--- src/rtl/bridge_controller_multi.sv ---
// bridge_controller_multi: UART command decoder driving SPI configuration, N chip selects
// and single, burst or fill-read SPI transfers, each result returned over UART.
module bridge_controller_multi #(
   parameter int         NUM_CS           = 4,
   parameter int         DEFAULT_BAUD_DIV = 433,
   parameter logic [7:0] FILL_BYTE        = 8'hFF
) (
   input  logic              clk,
   input  logic              rst,
   output logic [7:0]        spi_clk_div,
   output logic              cpol,
   output logic              cpha,
   output logic              transfer_req,
   input  logic              transfer_ready,
   input  logic              transfer_done,
   output logic [7:0]        to_agent,
   input  logic [7:0]        from_agent,
   output logic [15:0]       uart_clk_div,
   output logic              tx_req,
   output logic [7:0]        tx_data,
   input  logic [7:0]        rx_data,
   input  logic              tx_ready,
   input  logic              rx_ready,
   output logic [NUM_CS-1:0] cs_n,
   output logic [7:0]        led,
   output logic [15:0]       hex_data
);
   typedef enum logic [3:0] {
      S_IDLE, S_ARG, S_BAUD_L, S_BAUD_H, S_LEN, S_GET, S_SRQ, S_SGT, S_URQ, S_STAT
   } state_t;
   state_t            state_q, state_d;
   logic [7:0]        cmd_q, cmd_d, cnt_q, cnt_d, lo_q, lo_d;
   logic              rd_q, rd_d, stat_q, stat_d;
   logic [7:0]        spi_div_q, spi_div_d, to_agent_q, to_agent_d, tx_data_q, tx_data_d;
   logic              cpol_q, cpol_d, cpha_q, cpha_d, treq_q, treq_d, txreq_q, txreq_d;
   logic [15:0]       baud_q, baud_d, hex_q, hex_d;
   logic [NUM_CS-1:0] cs_n_q, cs_n_d, cs_sel;
   logic [7:0]        cmd_cnt_q, cmd_cnt_d, err_q, err_d, err_inc, xbyte;
   logic              cs_ok, start;
   assign err_inc = err_q + {7'd0, err_q != 8'hFF};
   assign cs_ok   = 32'(rx_data[6:0]) < NUM_CS;
   assign cs_sel  = ~(NUM_CS'(1) << rx_data[6:0]);
   always_comb begin
      state_d    = state_q;
      cmd_d      = cmd_q;
      cnt_d      = cnt_q;
      lo_d       = lo_q;
      rd_d       = rd_q;
      stat_d     = stat_q;
      spi_div_d  = spi_div_q;
      to_agent_d = to_agent_q;
      tx_data_d  = tx_data_q;
      cpol_d     = cpol_q;
      cpha_d     = cpha_q;
      treq_d     = treq_q;
      txreq_d    = txreq_q;
      baud_d     = baud_q;
      hex_d      = hex_q;
      cs_n_d     = cs_n_q;
      cmd_cnt_d  = cmd_cnt_q;
      err_d      = err_q;
      start      = 1'b0;
      xbyte      = rx_data;
      case (state_q)
         S_IDLE: if (rx_ready) begin
            cmd_cnt_d = cmd_cnt_q + 8'd1;
            cmd_d     = rx_data;
            cnt_d     = 8'd0;
            rd_d      = rx_data == 8'h08;
            case (rx_data)
               8'h00: ;
               8'h01, 8'h02, 8'h03, 8'h05, 8'h06: state_d = S_ARG;
               8'h04: state_d = S_BAUD_L;
               8'h07, 8'h08: state_d = S_LEN;
               8'h09: begin
                  tx_data_d = cmd_cnt_q + 8'd1;
                  txreq_d   = 1'b1;
                  stat_d    = 1'b1;
                  state_d   = S_URQ;
               end
               default: err_d = err_inc;
            endcase
         end
         S_ARG: if (rx_ready) begin
            state_d = S_IDLE;
            case (cmd_q)
               8'h01: begin
                  tx_data_d = rx_data;
                  txreq_d   = 1'b1;
                  state_d   = S_URQ;
               end
               8'h02: spi_div_d = rx_data;
               8'h03: begin
                  cpha_d = rx_data[0];
                  cpol_d = rx_data[1];
               end
               8'h05: begin
                  cs_n_d = (rx_data[7] && cs_ok) ? cs_sel : '1;
                  err_d  = (rx_data[7] && !cs_ok) ? err_inc : err_q;
               end
               default: start = 1'b1;
            endcase
         end
         S_BAUD_L: if (rx_ready) begin
            lo_d    = rx_data;
            state_d = S_BAUD_H;
         end
         S_BAUD_H: if (rx_ready) begin
            baud_d  = {rx_data, lo_q};
            state_d = S_IDLE;
         end
         S_LEN: if (rx_ready) begin
            cnt_d   = rx_data;
            state_d = S_GET;
            start   = rd_q;
            xbyte   = FILL_BYTE;
         end
         S_GET: start = rx_ready;
         S_SRQ: if (transfer_ready) begin
            treq_d  = 1'b0;
            state_d = S_SGT;
         end
         S_SGT: if (transfer_done) begin
            tx_data_d = from_agent;
            hex_d     = {hex_q[15:8], from_agent};
            txreq_d   = 1'b1;
            state_d   = S_URQ;
         end
         S_URQ: if (tx_ready) begin
            txreq_d = 1'b0;
            state_d = S_IDLE;
            if (stat_q) begin
               stat_d  = 1'b0;
               state_d = S_STAT;
            end else if (cnt_q != 8'd0) begin
               cnt_d   = cnt_q - 8'd1;
               state_d = S_GET;
               start   = rd_q;
               xbyte   = FILL_BYTE;
            end
         end
         S_STAT: begin
            tx_data_d = err_q;
            txreq_d   = 1'b1;
            state_d   = S_URQ;
         end
         default: state_d = S_IDLE;
      endcase
      if (start) begin
         to_agent_d = xbyte;
         hex_d      = {xbyte, hex_q[7:0]};
         treq_d     = 1'b1;
         state_d    = S_SRQ;
      end
      // bytes arriving mid-transfer or mid-status are dropped and counted as errors
      if (rx_ready && state_q inside {S_SRQ, S_SGT, S_URQ, S_STAT}) err_d = err_inc;
   end
   always_ff @(posedge clk or posedge rst) begin
      if (rst) begin
         state_q    <= S_IDLE;
         cmd_q      <= '0;
         cnt_q      <= '0;
         lo_q       <= '0;
         rd_q       <= 1'b0;
         stat_q     <= 1'b0;
         spi_div_q  <= '0;
         to_agent_q <= '0;
         tx_data_q  <= '0;
         cpol_q     <= 1'b0;
         cpha_q     <= 1'b0;
         treq_q     <= 1'b0;
         txreq_q    <= 1'b0;
         baud_q     <= 16'(DEFAULT_BAUD_DIV);
         hex_q      <= '0;
         cs_n_q     <= '1;
         cmd_cnt_q  <= '0;
         err_q      <= '0;
      end else begin
         state_q    <= state_d;
         cmd_q      <= cmd_d;
         cnt_q      <= cnt_d;
         lo_q       <= lo_d;
         rd_q       <= rd_d;
         stat_q     <= stat_d;
         spi_div_q  <= spi_div_d;
         to_agent_q <= to_agent_d;
         tx_data_q  <= tx_data_d;
         cpol_q     <= cpol_d;
         cpha_q     <= cpha_d;
         treq_q     <= treq_d;
         txreq_q    <= txreq_d;
         baud_q     <= baud_d;
         hex_q      <= hex_d;
         cs_n_q     <= cs_n_d;
         cmd_cnt_q  <= cmd_cnt_d;
         err_q      <= err_d;
      end
   end
   assign spi_clk_div  = spi_div_q;
   assign cpol         = cpol_q;
   assign cpha         = cpha_q;
   assign transfer_req = treq_q;
   assign to_agent     = to_agent_q;
   assign uart_clk_div = baud_q;
   assign tx_req       = txreq_q;
   assign tx_data      = tx_data_q;
   assign cs_n         = cs_n_q;
   assign led          = cmd_cnt_q;
   assign hex_data     = hex_q;
endmodule

--- config.mk ---
export PLATFORM = sky130hd
export DESIGN_NAME = bridge_controller_multi
export DESIGN_NICKNAME = d
export VERILOG_FILES = /design/src/rtl/bridge_controller_multi.sv
export SDC_FILE = /design/constraint.sdc
export NUM_CORES = 1
export LEC_CHECK = 0
export CAP_MARGIN = 20
export CORE_ASPECT_RATIO = 1.25
export CORE_UTILIZATION = 45
export CTS_CLUSTER_DIAMETER = 150
export DETAILED_ROUTE_END_ITERATION = 8
export HOLD_SLACK_MARGIN = 0.06
export PLACE_DENSITY_LB_ADDON = 0.3
export SYNTH_ARGS = -nofsm -noshare
export SYNTH_HDL_FRONTEND = slang
export SYNTH_SLANG_ARGS = --single-unit
--- constraint.sdc ---
create_clock -name clk -period 6.66 [get_ports clk]
set_input_delay 0.666 -clock clk [delete_from_list [all_inputs] [get_ports clk]]
set_output_delay 0.666 -clock clk [all_outputs]
set_load 0.01 [all_outputs]
# --- Word-level counts from Yosys, hierarchy flattened ---
# Cells that the tools add are included.
classes:
  n_eq_ne: 47
  shift: 1
  muxes: 60
  n_reduce_logical: 33
  addsub: 3
  magnitude_cmp: 1
  bitwise_logic: 2
ops:
  columns: ["op", "count"]
  rows:
  - ["$mux 8", 22]
  - ["$mux 4", 12]
  - ["$eq 8x3->1 const B", 5]
  - ["$pmux 4 s10", 1]
  - ["$ne 3x3->1 const B", 13]
  - ["$eq 8x2->1 const B", 4]
  - ["$pmux 8 s2", 2]
  - ["$pmux 8 s4", 1]
  - ["$pmux 8 s3", 1]
  - ["$ne 2x2->1 const B", 10]
  - ["$reduce_and 6->1", 3]
  - ["$eq 4x3->1 const B", 4]
  - ["$eq 8x1->1 const B", 2]
  - ["$eq 8x4->1 const B", 2]
  - ["$mux 16", 1]
  - ["$pmux 4 s4", 1]
  - ["$mux 1", 15]
  - ["$reduce_and 3->1", 4]
  - ["$reduce_and 10->1", 1]
  - ["$reduce_or 10->1", 1]
  - ["$add 8x1->8", 1]
  - ["$add 8x1->8 const B", 1]
  - ["$eq 4x2->1 const B", 2]
  - ["$eq 4x4->1 const B", 2]
  - ["other kinds (27)", 36]
totals:
  output_inout_bits: 72
  in_bits: 22
  wordCells: 166
  register_bits: 110

# --- Longest topological paths before layout ---
depth:
  depth_word: 8
  depth_mapped: 9

# --- Worst setup path after synthesis ---
# OpenSTA, ideal clock, no wires.
synth_path:
  path_type: "input to register"
  start: "input port rx_data[4]"
  end: "register err_q[0]"
  t_required_ps: 6532
  setup_ps: 128
  cell_stages: 6
  path_slack_ps: 4318
  t_arrival_ps: 2214
  cell_sequence: "buf_2 or4_4 nor2_1 a221oi_1 a22oi_2 mux2_1"
synth_via:
  elab_chain_len: 5
synth_lines:
  columns: ["item", "line_no", "rtl"]
  rows:
  - ["from (decl)", "21", "input logic [7:0] rx_data,"]
  - ["$lt 7x3->1", "41", "assign cs_ok = 32'(rx_data[6:0]) < NUM_CS;"]
  - ["$logic_not 1->1", "99", "err_d = (rx_data[7] && !cs_ok) ? err_inc : err_q;"]
  - ["$logic_and 1x1->1", "99", null]
  - ["$ne 3x3->1 (no source line)", null, null]
  - ["$reduce_and 6->1 (no source line) (*)", null, null]
  - ["to (signal assigned)", "196", "err_q <= err_d;"]
  - ["to (decl)", "38", "logic [7:0] cmd_cnt_q, cmd_cnt_d, err_q, err_d, err_inc, xbyte;"]
# Every way passes the cells marked *; elsewhere a longest branch is shown, timed or not.
# A chain may end at the register's enable or synchronous reset.

# --- Worst setup path after layout ---
layout_path:
  start: "input port rx_data[7]"
  end: "register state_q[1]"
layout_via:
  elab_chain_len: 6
layout_lines:
  columns: ["item", "line_no", "rtl"]
  rows:
  - ["$eq 8x1->1 (tied with other cells)", "70", "case (rx_data)"]
  - ["$reduce_or 5->1 or $reduce_or 2->1 (tied branches)", null, null]
  - ["$pmux 4 s4", "70", null]
  - ["$mux 4", "65", "S_IDLE: if (rx_ready) begin"]
  - ["$pmux 4 s10", "64", "case (state_q)"]
  - ["$mux 4", "149", "if (start) begin"]
  - ["to (signal assigned)", "179", "state_q <= state_d;"]
  - ["to (decl)", "31", "state_t state_q, state_d;"]
# Several ways; a longest one is shown, not always the timed one. The select of a mux whose other input is x is not followed.

==> run metrics <==
status finished, final reports clean; r2r worst-path depth 6; Required @ worst endpoint roughly 6.9 ns; CP Class in2reg; Reg2Reg Capture Point tx_data[2]; Total GRT Usage around 23%; final hold vios 0; routability cong. 0.846; CP Max Fanout 12; fin crit share ~44%; Post-DP HPWL about 9000 um; Routed wire per std cell 18.7 um; reg-to-reg startpoint state_q[3]; cts repair resizes 0; Synth async-reset ratio 100%; Yosys cell types 58; Reg area approximately 2800 um2; NumNets Final between 500 and 600; die area 12100 um2; largest net degree at the start of global routing between 60 and 70; Num CTS Buffers 9; leading cell types by count after synthesis 101 x dfrtp_1, 57 x nand2_1, 50 x mux2_2; antenna cells 0; # hold bufs at CTS 0; Lkg Pwr 2.75 nW; Clock Tree Buf Depth 2; Initial Util between 40% and 50%; max cap viols 0; PortBufs slightly above 90; Achievable Freq roughly 340 MHz; Die H ~120 um; Final ANT Viol Nets 0; Post-synth EDFFs 0; Clk Latency, worst-skew pair roughly 0.34 ns; flop-to-flop setup slack 3.91 ns; WL final approximately 13000 um; layout cells sized above 1 around 16%; Mapped Nets 505; Root Buffer clkbuf_16; met2 GRT Util a little under two fifths; crit end category flop; Max Slew Vio Count 0; GR Util met1 30.2%; Rel. slew slack between 30% and 40%; Hold Path End cmd_q[6]; PwrDens ~470 nW/um2; grt peak-use layer met2; unrepaired setup endpoints after global routing no; Synth top area share between 40 and 50%; Design Power 0.00312 W; crit path DAT 3.23 ns; Post-Route Setup TNS 0 ns; # rows 43; Post-Place Setup Slack between 3 and 4 ns; final setup skew 0.00721 ns; register area share after synthesis between 50% and 60%; hold path startpoint cmd_q[6]; Fill cells around 900; first-pass detailed-route iteration total 5; Boundary Pins between 90 and 100; top cell type by total area after synthesis dfrtp_1; core area between 10000 and 15000 um2; Hold Path Class reg2reg; Post-CTS Setup Repair Bufs 0; count leader, synth dfrtp_1; flops & latches, synth between 100 and 150; initial antenna violation count 0; Final WS setup about 3.7 ns; met3 Use GR between 4 and 5%; drt first-iter violations between 300 and 400; die width 98.6 um; hold path depth 2; routed vias/inst ~5.9; Remaining DRCs 0; Syn Area/Cell between 10 and 15 um2; peak supply drop roughly 0.27 mV; Reg clk slew, reported paths approximately 0.070 ns; vias in the first global route ~4100; Final Setup Violations 0; Critical Path Start Type primary input; Netlist Area Pre-Place approximately 5200 um2; Synth warnings 0; clock sink count 110; H-Tree Depth 3; TritonCTS clock tree yes; area delta synth->final 25.2%; via count approximately 4100; Synth Instances around 480; first-pass GRT wire length ~22000 um; actual slew at the worst max-slew pin about 0.98 ns; Multi-input gate area roughly 2300 um2; Area contributors post-synth dfrtp_1 48%, mux2_2 11%, dfstp_2 4.5%, nand2_1 4.1%, o22a_1 2.7%; min Tclk post-route approximately 3 ns; total grt overflow 0; ys flop type dfrtp_1
-- registers in the layout, summed over array words and instances (netlist names), 8 cells and up --
name and flops:
hex_data 16, uart_clk_div 16, cmd_q 8, cnt_q 8, err_q 8, led 8, lo_q 8, spi_clk_div 8
to_agent 8, tx_data 8
-- logic make-up (layout without fill, tap and decap cells) --
family | count (synthesis) | after routing | synth area share, %
AOI/OAI and AO/OA | 90 | 90 | 12.1
xor gates and xnor gates | 20 | 20 | 3.34
adders and majority gates | 5 | 5 | 1.19
buffers and inverters | 35 | 119 | 3.27
DFF | 110 | 110 | 52.7
muxes | 52 | 52 | 11.2
and+or+nand+nor | 166 | 166 | 16.2
-- cells in the final DEF, fill, tap and decap left out, types with 2 or more instances in the layout --
cell type	n
nor4_1	3
a32oi_1	3
nor3_2	3
nor2b_1	5
o21ai_0	21
nor2_1	37
and3_1	4
a222oi_1	8
a211oi_1	2
ha_1	5
a31oi_1	3
nor3_1	10
xor2_1	11
mux2_2	50
buf_4	2
nand3_1	12
dfrtp_1	101
a21oi_1	23
clkbuf_16	9
bufinv_16	3
nor4b_1	3
inv_1	7
nor3b_1	5
nand3b_1	2
nand2_1	57
xnor2_1	9
o22a_1	16
o22ai_1	2
nand2b_1	6
clkdlybuf4s50_1	93
and2_1	2
a22oi_1	3
or4_1	3
dfstp_2	9
mux2_1	2
-- worst max-delay path, stage by stage --
cell and delay (ns):
clkdlybuf4s50_1 0.78, nor4_2 0.49, a31oi_1 0.14, or4_1 0.54
or4_1 0.51, nand3b_1 0.09
-- metal layers --
| metal | wire length, um | vias to the layer above |
|---|---|---|
| li1 | - | 1881 |
| met3 | 674 | 27 |
| met4 | 240 | 0 |
| met1 | 5520 | 2018 |
| met2 | 6580 | 152 |
| met5 | 0 | - |
-- through the flow --
stage          hold WS [ns]  instance area [um2]  std cells  utilization (%)
2_1_floorplan         0.447                 5250        478                -
3_3_place_gp          0.460                 6220        681             55.3
3_5_place_dp          0.469                 6220        681             55.3
4_1_cts               0.487                 6570        697             58.4
5_1_grt               0.511                 6570        697             58.4
6_report              0.483                 6570        697             58.4
-- where the power goes --
group          internal (W)  switching, W  total [W]
sequential         0.000970      0.000251    0.00122
clock              0.000369      0.000246   0.000615
combinational      0.000680      0.000600    0.00128
total               0.00202       0.00110    0.00312
-- worst max-delay path by stage --
stage	startpoint	to	slack, ns	depth (start not counted)
floorplan	rst	cmd_q[0]	3.11	1
global placement	rx_data[5]	state_q[1]	3.42	6
detailed placement	rx_data[7]	state_q[1]	3.38	6
CTS	rx_data[5]	state_q[1]	3.73	6
global route	rx_data[1]	tx_data[5]	3.51	6
finish	rx_data[7]	state_q[1]	3.71	6
-- layout make-up --
| type | instances | share of cell area [%] |
|---|---|---|
| tap | 135 | 2.57 |
| multi-input combinational | 333 | 35.2 |
| clock inverter | 7 | 1.83 |
| clock buffer | 9 | 3.43 |
| sequential | 110 | 42.1 |
| timing repair buffer | 95 | 14.4 |
| inverter | 8 | 0.495 |
Power figures use the tool's default switching activity.
